===== src/rtl/qarma64_pkg.sv =====
// Shared types, cell tables and per-cell helpers for the QARMA-64 tweak schedule.
// Optional feature macro QARMA64_TWK_INV_EN adds the inverse cell LFSR helper.
// Cell c occupies tweak bits [63-4c -: 4]; cell 0 is the top nibble.
package qarma64_pkg;

    localparam int unsigned TWEAK_W = 64;
    localparam int unsigned CELL_W  = 4;
    localparam int unsigned N_CELLS = 16;
    localparam int unsigned IDX_W   = 4;

    typedef logic [CELL_W-1:0]  cell_t;
    typedef logic [TWEAK_W-1:0] tweak_t;
    typedef logic [IDX_W-1:0]   idx_t;

    typedef enum logic {
        IDLE = 1'b0,
        RUN  = 1'b1
    } state_t;

    // h: out cell c = in cell H_PERM[c]; H_INV undoes it the same way.
    localparam cell_t H_PERM [N_CELLS] = '{
        4'd6, 4'd5, 4'd14, 4'd15, 4'd0,  4'd1,  4'd2,  4'd3,
        4'd7, 4'd12, 4'd13, 4'd4, 4'd8,  4'd9,  4'd10, 4'd11
    };
    localparam cell_t H_INV [N_CELLS] = '{
        4'd4,  4'd5,  4'd6,  4'd7,  4'd11, 4'd1,  4'd0,  4'd8,
        4'd12, 4'd13, 4'd14, 4'd15, 4'd9,  4'd10, 4'd2,  4'd3
    };

    // Bit (15-c) set means cell c goes through the LFSR.
    localparam logic [N_CELLS-1:0] LFSR_CELL_MASK = 16'b1101_1000_1001_0100;

    function automatic cell_t get_cell(input tweak_t t, input cell_t c);
        return t[TWEAK_W-1-CELL_W*32'(c) -: CELL_W];
    endfunction

    function automatic logic cell_in_lfsr(input cell_t c);
        return LFSR_CELL_MASK[4'd15 - c];
    endfunction

    // {b3,b2,b1,b0} -> {b0^b1,b3,b2,b1}
    function automatic cell_t lfsr_fwd(input cell_t x);
        return {x[0] ^ x[1], x[3:1]};
    endfunction

`ifdef QARMA64_TWK_INV_EN
    // {b3,b2,b1,b0} -> {b2,b1,b0,b3^b0}
    function automatic cell_t lfsr_inv(input cell_t x);
        return {x[2:0], x[3] ^ x[0]};
    endfunction
`endif

    // Elaboration-time sanity check that the two permutation tables agree.
    function automatic logic h_tables_consistent();
        logic ok;
        ok = 1'b1;
        for (int unsigned c = 0; c < N_CELLS; c++) begin
            if (H_INV[H_PERM[c]] != 4'(c)) ok = 1'b0;
        end
        return ok;
    endfunction

endpackage


===== src/rtl/qarma64_tweak_step.sv =====
// One QARMA-64 tweak-schedule step, purely combinational.
// Forward: next = LFSR(h(tweak)). With QARMA64_TWK_INV_EN, dir=1 selects
// next = h^-1(InvLFSR(tweak)); without the macro only the forward path exists.
// Ports: tweak (in, 64), dir (in, 1, macro only), next (out, 64).
module qarma64_tweak_step
    import qarma64_pkg::*;
(
    input  tweak_t tweak,
`ifdef QARMA64_TWK_INV_EN
    input  logic   dir,
`endif
    output tweak_t next
);

    tweak_t h_fwd;
    tweak_t fwd_next;

    // Cell permutation h (gather form).
    always_comb begin
        h_fwd = '0;
        for (int unsigned c = 0; c < N_CELLS; c++) begin
            h_fwd[TWEAK_W-1-CELL_W*c -: CELL_W] = get_cell(tweak, H_PERM[c]);
        end
    end

    // Cell LFSR on the masked cells; the rest pass through.
    always_comb begin
        fwd_next = h_fwd;
        for (int unsigned c = 0; c < N_CELLS; c++) begin
            if (cell_in_lfsr(4'(c))) begin
                fwd_next[TWEAK_W-1-CELL_W*c -: CELL_W] = lfsr_fwd(get_cell(h_fwd, 4'(c)));
            end
        end
    end

`ifdef QARMA64_TWK_INV_EN
    tweak_t lfsr_inv_t;
    tweak_t inv_next;

    // Inverse LFSR first, undoing the last forward operation.
    always_comb begin
        lfsr_inv_t = tweak;
        for (int unsigned c = 0; c < N_CELLS; c++) begin
            if (cell_in_lfsr(4'(c))) begin
                lfsr_inv_t[TWEAK_W-1-CELL_W*c -: CELL_W] = lfsr_inv(get_cell(tweak, 4'(c)));
            end
        end
    end

    // h^-1: out cell H_PERM[c] = in cell c, written as a gather through H_INV.
    always_comb begin
        inv_next = '0;
        for (int unsigned c = 0; c < N_CELLS; c++) begin
            inv_next[TWEAK_W-1-CELL_W*c -: CELL_W] = get_cell(lfsr_inv_t, H_INV[c]);
        end
    end

    assign next = dir ? inv_next : fwd_next;
`else
    assign next = fwd_next;
`endif

endmodule


===== src/rtl/qarma64_tweak_sched.sv =====
// Iterative QARMA-64 tweak-schedule generator: loads T_0 and emits
// T_0..T_{ROUNDS-1}, one per accepted beat, to the round datapath.
// Optional feature macro QARMA64_TWK_INV_EN adds in_dir (backward schedule).
// Ports:
//   clk, rst (sync, active-high)
//   in_valid/in_ready/in_tweak[63:0] (/in_dir) : tweak load handshake
//   out_valid/out_ready/out_tweak[63:0]/out_idx[3:0]/out_last : round tweak stream
module qarma64_tweak_sched
    import qarma64_pkg::*;
#(
    parameter int unsigned ROUNDS = 7
) (
    input  logic        clk,
    input  logic        rst,
    input  logic        in_valid,
    output logic        in_ready,
    input  logic [63:0] in_tweak,
`ifdef QARMA64_TWK_INV_EN
    input  logic        in_dir,
`endif
    output logic        out_valid,
    input  logic        out_ready,
    output logic [63:0] out_tweak,
    output logic [3:0]  out_idx,
    output logic        out_last
);

    if (ROUNDS < 2 || ROUNDS > 15) begin : g_bad_rounds
        $error("qarma64_tweak_sched: ROUNDS must be in 2..15");
    end
    if (!h_tables_consistent()) begin : g_bad_perm
        $error("qarma64_tweak_sched: H_INV is not the inverse of H_PERM");
    end

    localparam idx_t LAST_IDX = 4'(ROUNDS - 1);

    state_t state_q, state_d;
    tweak_t tweak_q, tweak_d;
    idx_t   idx_q,   idx_d;
    logic   in_ready_q,  in_ready_d;
    logic   out_valid_q, out_valid_d;
    logic   out_last_q,  out_last_d;
    tweak_t step_next;

`ifdef QARMA64_TWK_INV_EN
    logic   dir_q, dir_d;

    qarma64_tweak_step u_step (
        .tweak (tweak_q),
        .dir   (dir_q),
        .next  (step_next)
    );
`else
    qarma64_tweak_step u_step (
        .tweak (tweak_q),
        .next  (step_next)
    );
`endif

    // State and datapath registers.
    always_ff @(posedge clk) begin
        if (rst) begin
            state_q     <= IDLE;
            tweak_q     <= '0;
            idx_q       <= '0;
            in_ready_q  <= 1'b1;
            out_valid_q <= 1'b0;
            out_last_q  <= 1'b0;
`ifdef QARMA64_TWK_INV_EN
            dir_q       <= 1'b0;
`endif
        end else begin
            state_q     <= state_d;
            tweak_q     <= tweak_d;
            idx_q       <= idx_d;
            in_ready_q  <= in_ready_d;
            out_valid_q <= out_valid_d;
            out_last_q  <= out_last_d;
`ifdef QARMA64_TWK_INV_EN
            dir_q       <= dir_d;
`endif
        end
    end

    // Next state, datapath update and next registered outputs.
    always_comb begin
        state_d = state_q;
        tweak_d = tweak_q;
        idx_d   = idx_q;
`ifdef QARMA64_TWK_INV_EN
        dir_d   = dir_q;
`endif
        case (state_q)
            IDLE: begin
                if (in_valid && in_ready_q) begin
                    state_d = RUN;
                    tweak_d = in_tweak;
                    idx_d   = '0;
`ifdef QARMA64_TWK_INV_EN
                    dir_d   = in_dir;
`endif
                end
            end
            RUN: begin
                // Stalled beats leave everything untouched.
                if (out_valid_q && out_ready) begin
                    if (idx_q == LAST_IDX) begin
                        state_d = IDLE;
                    end else begin
                        tweak_d = step_next;
                        idx_d   = idx_q + 4'd1;
                    end
                end
            end
            default: state_d = IDLE;
        endcase

        in_ready_d  = (state_d == IDLE);
        out_valid_d = (state_d == RUN);
        out_last_d  = (state_d == RUN) && (idx_d == LAST_IDX);
    end

    assign in_ready  = in_ready_q;
    assign out_valid = out_valid_q;
    assign out_tweak = tweak_q;
    assign out_idx   = idx_q;
    assign out_last  = out_last_q;

endmodule

===== config.mk =====
export PLATFORM = sky130hd
export DESIGN_NAME = qarma64_tweak_sched
export DESIGN_NICKNAME = d
export VERILOG_FILES = /design/src/rtl/qarma64_pkg.sv /design/src/rtl/qarma64_tweak_step.sv /design/src/rtl/qarma64_tweak_sched.sv
export SDC_FILE = /design/constraint.sdc
export NUM_CORES = 1
export LEC_CHECK = 0
export ABC_AREA = 1
export BUFFER_PORTS_ARGS = -buffer_cell sky130_fd_sc_hd__buf_4
export CAP_MARGIN = 20
export CORE_ASPECT_RATIO = 1.5
export CORE_UTILIZATION = 45
export CTS_BUF_LIST = sky130_fd_sc_hd__clkbuf_8
export CTS_CLUSTER_DIAMETER = 150
export DETAILED_ROUTE_END_ITERATION = 8
export PLACE_DENSITY_LB_ADDON = 0.15
export SLEW_MARGIN = 5
export SYNTH_ARGS = -nofsm -noshare
export SYNTH_HDL_FRONTEND = slang
export SYNTH_SLANG_ARGS = --single-unit

===== constraint.sdc =====
create_clock -name clk -period 1.77 [get_ports clk]
set_input_delay 0.177 -clock clk [delete_from_list [all_inputs] [get_ports clk]]
set_output_delay 0.177 -clock clk [all_outputs]
set_load 0.005 [all_outputs]

==> results of run 1 <==
-- layer usage --
metal / GRT usage, % / share of wire, %
met4: 10.3 / 1.4
met1: 29.7 / 38
met3: 3.78 / 6.1
met5: 0 / 0
met2: 47.7 / 54
-- what timing repair did --
item	CTS	global route
setup buffers	0	2
setup endpoints to repair	0	49
resized for setup	0	4
-- metrics by stage --
step / power, W / util [%]
detailed placement: 0.00307 / 63.6
CTS: 0.00454 / 67.1
floorplan: 0.00251 / -
global route: 0.00481 / 68.6
global placement: 0.00305 / 63.6
finish: 0.00460 / 68.6
-- Yosys cell counts (all sizes together) --
cell type / n
dfxtp: 71
o211a: 1
buf: 19
inv: 10
a21oi: 10
nand2: 141
nor2: 6
o21ai: 70
o21a: 1
clkbuf: 17
nand3: 9
nand4: 2
a31oi: 62
xnor2: 1
ha: 2
-- worst max-delay path, delay by kind of cell (launching register included) --
family	cells	cell delay (ns)
buffers and inverters	2	0.27
flip-flops	1	0.38
AO/OA/AOI/OAI	2	0.26
AND/OR/NAND/NOR	3	0.36
adder cells (fa/ha/maj)	1	0.24
-- state kept, by name (all words and copies together) (netlist names) --
name       flops
out_valid      1
in_ready       1
out_idx        4
out_tweak     64
out_last       1
-- how the worst max path moves through the flow --
| stage | slack (ns) | endpoint |
|---|---|---|
| final | 0.16 | out_tweak[25] |
| after global routing | 0.06 | out_tweak[17] |
| after CTS | 0.03 | out_tweak[25] |
| after detailed placement | 0.09 | out_tweak[25] |
| after global placement | 0.22 | out_tweak[11] |
| after floorplan | 0.36 | out_tweak[11] |
-- final cells by class --
class	instances	area (sq um)	share of cell area, %
clock buffer	11	151	3.35
inverter	10	37.5	0.832
clock inverter	5	80.1	1.77
timing repair buffer	151	1230	27.4
multi-input combinational	306	1490	33.0
tap	76	95.1	2.11
sequential	71	1420	31.5
-- power groups by stage --
stage	clock network, W	registers, W	logic (W)
after floorplan	0	0.00199	0.000529
after global routing	0.00157	0.00202	0.00122
after CTS	0.00149	0.00199	0.00106
after global placement	0	0.00202	0.00103
after detailed placement	0	0.00202	0.00105
final	0.00149	0.00199	0.00112
-- cells by family after synthesis --
group / after synthesis
DFF: 71
adders and majority gates: 2
buffers and inverters: 46
AOI/OAI and AO/OA: 144
xor gates and xnor gates: 1
and+or+nand+nor: 158
==> summary.txt, run 1 <==
Outcome
  – Status: completed

Global route
  – Global-route wire length before repair: 15.3 mm
  – GR Overflow Total: 0
  – Pin count of the biggest net entering global routing: 55
  – Vias in the first global route: 3193
  – Initial antenna violation count: 0
  – All-layer global routing usage: 26.0%

Clock tree
  – Root Buffer: clkbuf_8
  – CTS H-tree depth: 3
  – Bufs on Longest Clock Path: 2
  – Clock Pin Slew Worst Setup and Hold Paths: 0.07 ns
  – Hold Buf Count CTS: 0
  – Clk Latency, worst-skew pair: 0.34 ns
  – Clk sinks: 71
  – CTS tree: done
  – CTS Buf Count: 9

Worst setup path
  – R2r setup slk: 0.16 ns
  – Largest stage delay, worst path: 0.38 ns
  – Crit Path Max Fanout: 27
  – Crit path launch: out_idx[0]
  – CP cell instances: inv_1, ha_1, nand3_2, nand2_4, nand2_8, buf_12, o21ai_0, a31oi_1
  – Critical Path AT: 1.87 ns
  – Crit end category: flip-flop
  – CP Data Required Time: 2.02 ns
  – CP Launch Type: flip-flop
  – CP max stage cell: dfxtp_1
  – Reg2reg end: out_tweak[25]
  – Worst reg2reg path startpoint: out_idx[0]
  – WS Path Type: reg -> reg
  – Cells on worst reg2reg path: 8

Routing
  – Post-route antenna net violation count: 0
  – DRT Pass-1 Iters: 4
  – Initial detailed-routing violation count: 264
  – DRC violations left: 0
  – Vias per cell: 5.53
  – Final wirelength: 9.95 mm
  – Via Count: 3487
  – DR WL/cell: 15.8 um

Run
  – Maxcap violations: 0

Cells and area
  – Commonest non-fill, non-tap cell in the layout: buf_4
  – Filler cell count: 583
  – Non-Filler Instances: 630
  – Share of post-route cells with drive strength above 1: 31.8%
  – Final non-filler cell area: 4510 sq um
  – Antenna Cells: 0
  – Commonest cells after routing, fill and taps aside: 143 x buf_4, 138 x nand2_1, 70 x dfxtp_1
  – Area Overhead vs Synth: 44.7%
  – # nets final: 619

Placed design
  – Placer Congestion: 0.846
  – DP HPWL: 6.80 mm
  – Total placed instance area: 4180 sq um
  – Dpl cells: 609
  – Place WS: 0.0912 ns
  – Port Buffers: 138

Logic synthesis
  – Cell taking the most area after synthesis: dfxtp_1
  – Yosys warning count: 0
  – Post-Synth Adder-Cell Area: 0.802%
  – Post-synthesis mux area share: 0%
  – Main combinational cell family by area after synthesis: compound AO/OA/AOI/OAI gates
  – Sequential area share after synthesis: 45.6%
  – Synth Area in Compound Gates: 25.8%
  – Mapped Cells: 422
  – Synthesized area: 3120 sq um
  – Post-synth top area share: 45.6%
  – Top post-synthesis cells by area: dfxtp_1 46%, nand2_1 17%, a31oi_1 12%, o21ai_1 7.2%, o21ai_0 4.0%
  – Syn avg cell area: 7.39 sq um
  – Mapped Nets: 492
  – Synth unique cells: 21
  – Register bit count reported by yosys: 71
  – Post-Synth Simple-Gate Area: 19.8%
  – XOR/XNOR Fraction of Synth Area: 0.281%

STA
  – Period utilization: 91.2%
  – Fmax: 619 MHz
  – Fin Hold WS: 0.0355 ns
  – Slew Limit Fails: 0
  – Post-route setup slack: 0.155 ns
  – Setup TNS: 0 ns
  – Fin. Hold Viols: 0
  – Layout Skew: 0.00970 ns
  – Fin crit period: 1.61 ns
  – Slew margin rel.: 75.4%
  – Unrepaired setup endpoints after global routing: no
  – # setup viols final: 0
  – Least-Margin Pin Slew: 0.369 ns

Power
  – Peak VDD IR: 0.000671 V
  – P_int: 0.00325 W
  – PwrDens: 1020 nW/um^2
  – Combinational share of power: 24.4%
  – Power share of the clock group: 32.3%
  – Leakage: 2.07 nW
  – Sw frac: 29.4%
  – Reg power frac: 43.3%
  – Sw Pwr: 0.00135 W

Min path
  – Min-Delay Path Class: in -> reg
  – Hold EP: out_idx[3]
  – Hold Path Origin: rst
  – Hold path depth: 2

Die
  – Die height: 104 um
  – Die area: 7280 sq um
  – Die width: 70.0 um
  – I/O Pins: 139
  – Rows: 36
  – Placeable core area: 6580 sq um
  – Initial core utilization: 47.4%
Note: power is estimated with default switching activity, not from simulation.
==> inputs of run 2 (changes only) <==
--- a/config.mk
+++ b/config.mk
@@ -19,2 +19,3 @@
 export SYNTH_HDL_FRONTEND = slang
+export SYNTH_HIERARCHICAL = 1
 export SYNTH_SLANG_ARGS = --single-unit
==> constraint.sdc (replaced) <==
create_clock -name clk -period 1.77 [get_ports clk]
set_input_delay 0.0885 -clock clk [delete_from_list [all_inputs] [get_ports clk]]
set_output_delay 0.0885 -clock clk [all_outputs]
set_load 0.005 [all_outputs]
==> run 2 against run 1 <==
  * Register-to-register slack better by 0.02 ns
  * Clock-buffer cell count decreased by 1
  * Clock skew is essentially flat
  * Largest cell class unchanged
==> summary.txt, run 2 <==
Placed design
  – Port Buffers: 138 (unchanged)
  – DP HPWL: 6.78 mm (-0.30%)
  – Total placed instance area: 4290 sq um (+2.6%)
  – Placer Congestion: 0.780 (-7.7%)

Logic synthesis
  – Ys flop type: dfxtp_1
  – Cell taking the most area after synthesis: dfxtp_1
  – Sequential area share after synthesis: 39.0% (-6.5 points)
  – Mapped Nets: 577 (+17%)
  – Asr flop ratio synth: 0% (unchanged)
  – Mapped Cells: 507 (+20%)
  – Yosys warning count: 6 (+6)
  – Syn avg cell area: 7.18 sq um (-2.8%)
  – Post-synth top area share: 39.0% (-6.5 points)
  – Register bit count reported by yosys: 71 (unchanged)
  – Top post-synthesis cells by area: dfxtp_1 39%, nand2_1 17%, buf_4 12%, a31oi_1 11%, o21ai_1 6.3%
  – Post-synth top cells: 166 x nand2_1, 71 x dfxtp_1, 64 x a31oi_1, 58 x buf_4, 46 x o21ai_1
  – Synth unique cells: 22 (+4.8%)
  – Synthesized area: 3640 sq um (+17%)
  – Top-count cell post-synth: nand2_1
  – Post-synth EDFFs: 0 (unchanged)

Die
  – Rows: 39 (+8.3%)
  – Die width: 75.4 um (+7.8%)
  – Placeable core area: 7710 sq um (+17%)
  – Die height: 112 um (+7.9%)
  – Initial core utilization: 47.2% (-0.21 points)
  – I/O Pins: 139 (unchanged)
  – Die area: 8460 sq um (+16%)

STA
  – Fmax: 626 MHz (+1.1%)
  – Fin. Hold Viols: 0 (unchanged)
  – Layout Skew: 0.00964 ns (-0.0000505 ns)
  – # setup viols final: 0 (unchanged)
  – Period utilization: 90.3% (-0.96 points)
  – Unrepaired setup endpoints after global routing: no
  – Setup TNS: 0 ns (unchanged)
  – Slew Limit Fails: 0 (unchanged)
  – Fin crit period: 1.60 ns (-0.0169 ns)
  – Least-Margin Pin Slew: 0.437 ns (+0.0677 ns)
  – Slew margin rel.: 70.9% (-4.5 points)

Power
  – Leakage: 2.11 nW (+1.7%)
  – PwrDens: 986 nW/um^2 (-3.2%)
  – Peak VDD IR: 0.000582 V (-13%)

Routing
  – DR WL/cell: 14.1 um (-11%)
  – Via Count: 3562 (+2.2%)
  – Initial detailed-routing violation count: 222 (-16%)
  – DRT Pass-1 Iters: 5 (+1)
  – DRC violations left: 0 (unchanged)
  – Final wirelength: 9.63 mm (-3.3%)
  – Vias per cell: 5.23 (-5.5%)
  – Post-route antenna net violation count: 0 (unchanged)

Global route
  – All-layer global routing usage: 23.3% (-2.8 points)
  – Vias in the first global route: 3255 (+1.9%)
  – Global-route wire length before repair: 15.2 mm (-0.59%)
  – GR Overflow Total: 0 (unchanged)
  – Initial antenna violation count: 0 (unchanged)
  – Pin count of the biggest net entering global routing: 49 (-11%)

Clock tree
  – Bufs on Longest Clock Path: 2 (unchanged)
  – CTS tree: done
  – CTS Buf Count: 9 (unchanged)
  – Clock Pin Slew Worst Setup and Hold Paths: 0.08 ns (about the same)
  – CTS H-tree depth: 3 (unchanged)
  – Setup bufs post-CTS: 0 (unchanged)
  – Root Buffer: clkbuf_8
  – Clk sinks: 71 (unchanged)
  – Clk Latency, worst-skew pair: 0.34 ns (about the same)

Worst setup path
  – CP Launch Type: flip-flop
  – Crit Path Max Fanout: 48 (+78%)
  – WS Path Type: reg -> reg
  – CP Data Required Time: 2.02 ns (about the same)
  – Crit end category: flip-flop
  – Critical Path AT: 1.85 ns (-0.02 ns)

Outcome
  – Status: completed

Cells and area
  – Antenna Cells: 0 (unchanged)
  – # nets final: 645 (+4.2%)
  – Commonest cells after routing, fill and taps aside: 166 x nand2_1, 142 x buf_4, 70 x dfxtp_1
  – Final non-filler cell area: 4540 sq um (+0.50%)
  – Number of flip-flops in the largest register: 64 (unchanged)
  – Filler cell count: 776 (+33%)
  – Commonest non-fill, non-tap cell in the layout: nand2_1
  – Share of post-route cells with drive strength above 1: 29.4% (-2.4 points)
  – Area Overhead vs Synth: 24.6%

Run
  – Maxcap violations: 0 (unchanged)

Min path
  – Min-Delay Path Class: in -> reg
## run 2: cell types whose count changed in the layout (fill, tap and decap cells not counted), sizes merged, moves of 3 or more
| cell | change |
|---|---|
| o21ai | -5 |
| nand2 | +27 |
| inv | +14 |
| a21oi | -7 |
| dlygate4sd3 | +3 |
| clkbuf | -3 |
## run 2: worst paths after layout
check                        to     startpoint  slack [ns]  cells past startpoint
setup / recovery  out_tweak[16]     out_idx[0]        0.17                      8
hold / removal    out_tweak[55]   in_tweak[55]        0.02                      3
setup reg to reg  out_tweak[16]     out_idx[0]        0.17                      8
hold reg to reg    out_tweak[5]  out_tweak[21]        0.50                      2
## run 2: worst max-delay path, cell delays in order (launching register included)
cell and delay, ns:
dfxtp_1 0.38, inv_1 0.09, ha_1 0.22, nand3_1 0.12
nand2_2 0.09, nand2_4 0.12, buf_12 0.22, o21ai_1 0.09
a31oi_1 0.17
## run 2: metrics by stage
| step | total power, W | setup slack (ns) | utilization, % | hold slack (ns) | cells |
|---|---|---|---|---|---|
| after detailed placement | 0.00310 | 0.220 | 55.6 | 0.308 | 663 |
| after global placement | 0.00308 | 0.305 | 55.6 | 0.305 | 663 |
| after CTS | 0.00450 | 0.0810 | 58.5 | 0.00235 | 679 |
| final | 0.00447 | 0.172 | 58.8 | 0.0180 | 681 |
| after floorplan | 0.00276 | 0.358 | - | 0.158 | 507 |
| after global routing | 0.00474 | 0.0326 | 58.8 | 0.00585 | 681 |
## run 2: per-layer routing
layer | part of all wire [%] | global-route usage, % | vias to the layer above
li1 | - | - | 1766
met1 | 40 | 29.2 | 1643
met2 | 50 | 36.9 | 134
met3 | 7.3 | 6.10 | 19
met4 | 2.4 | 10.0 | 0
met5 | 0 | 0 | -
## run 2: final cells by class
class,count,area [sq um],area share (%)
tap,102,128,2.81
multi-input combinational,319,1500,33.0
sequential,71,1420,31.4
clock inverter,5,73.8,1.63
timing repair buffer,150,1190,26.2
clock buffer,10,138,3.03
inverter,24,91.3,2.01
## run 2: report_power, final
| part | switching (W) | leakage, nW | internal (W) | total (W) |
|---|---|---|---|---|
| Combinational | 0.000526 | 1.40 | 0.000554 | 0.00108 |
| Clock | 0.000579 | 0.113 | 0.000815 | 0.00139 |
| Sequential | 0.000203 | 0.588 | 0.00180 | 0.00200 |
| Total | 0.00131 | 2.11 | 0.00317 | 0.00447 |
## run 2: repair_timing
item | CTS | global route
hold buffers | 1 | 2
endpoints found under the setup margin | 0 | 1
gates resized for setup | 0 | 1
endpoints found under the hold margin | 5 | 2
## run 2: logic make-up after synthesis
kind of cell,after synthesis,share of synthesized area [%]
buffers and inverters,117,20.0
AND/OR/NAND/NOR,185,19.9
AO/OA/AOI/OAI,132,20.3
flip-flops,71,39.0
adder cells (fa/ha/maj),2,0.687
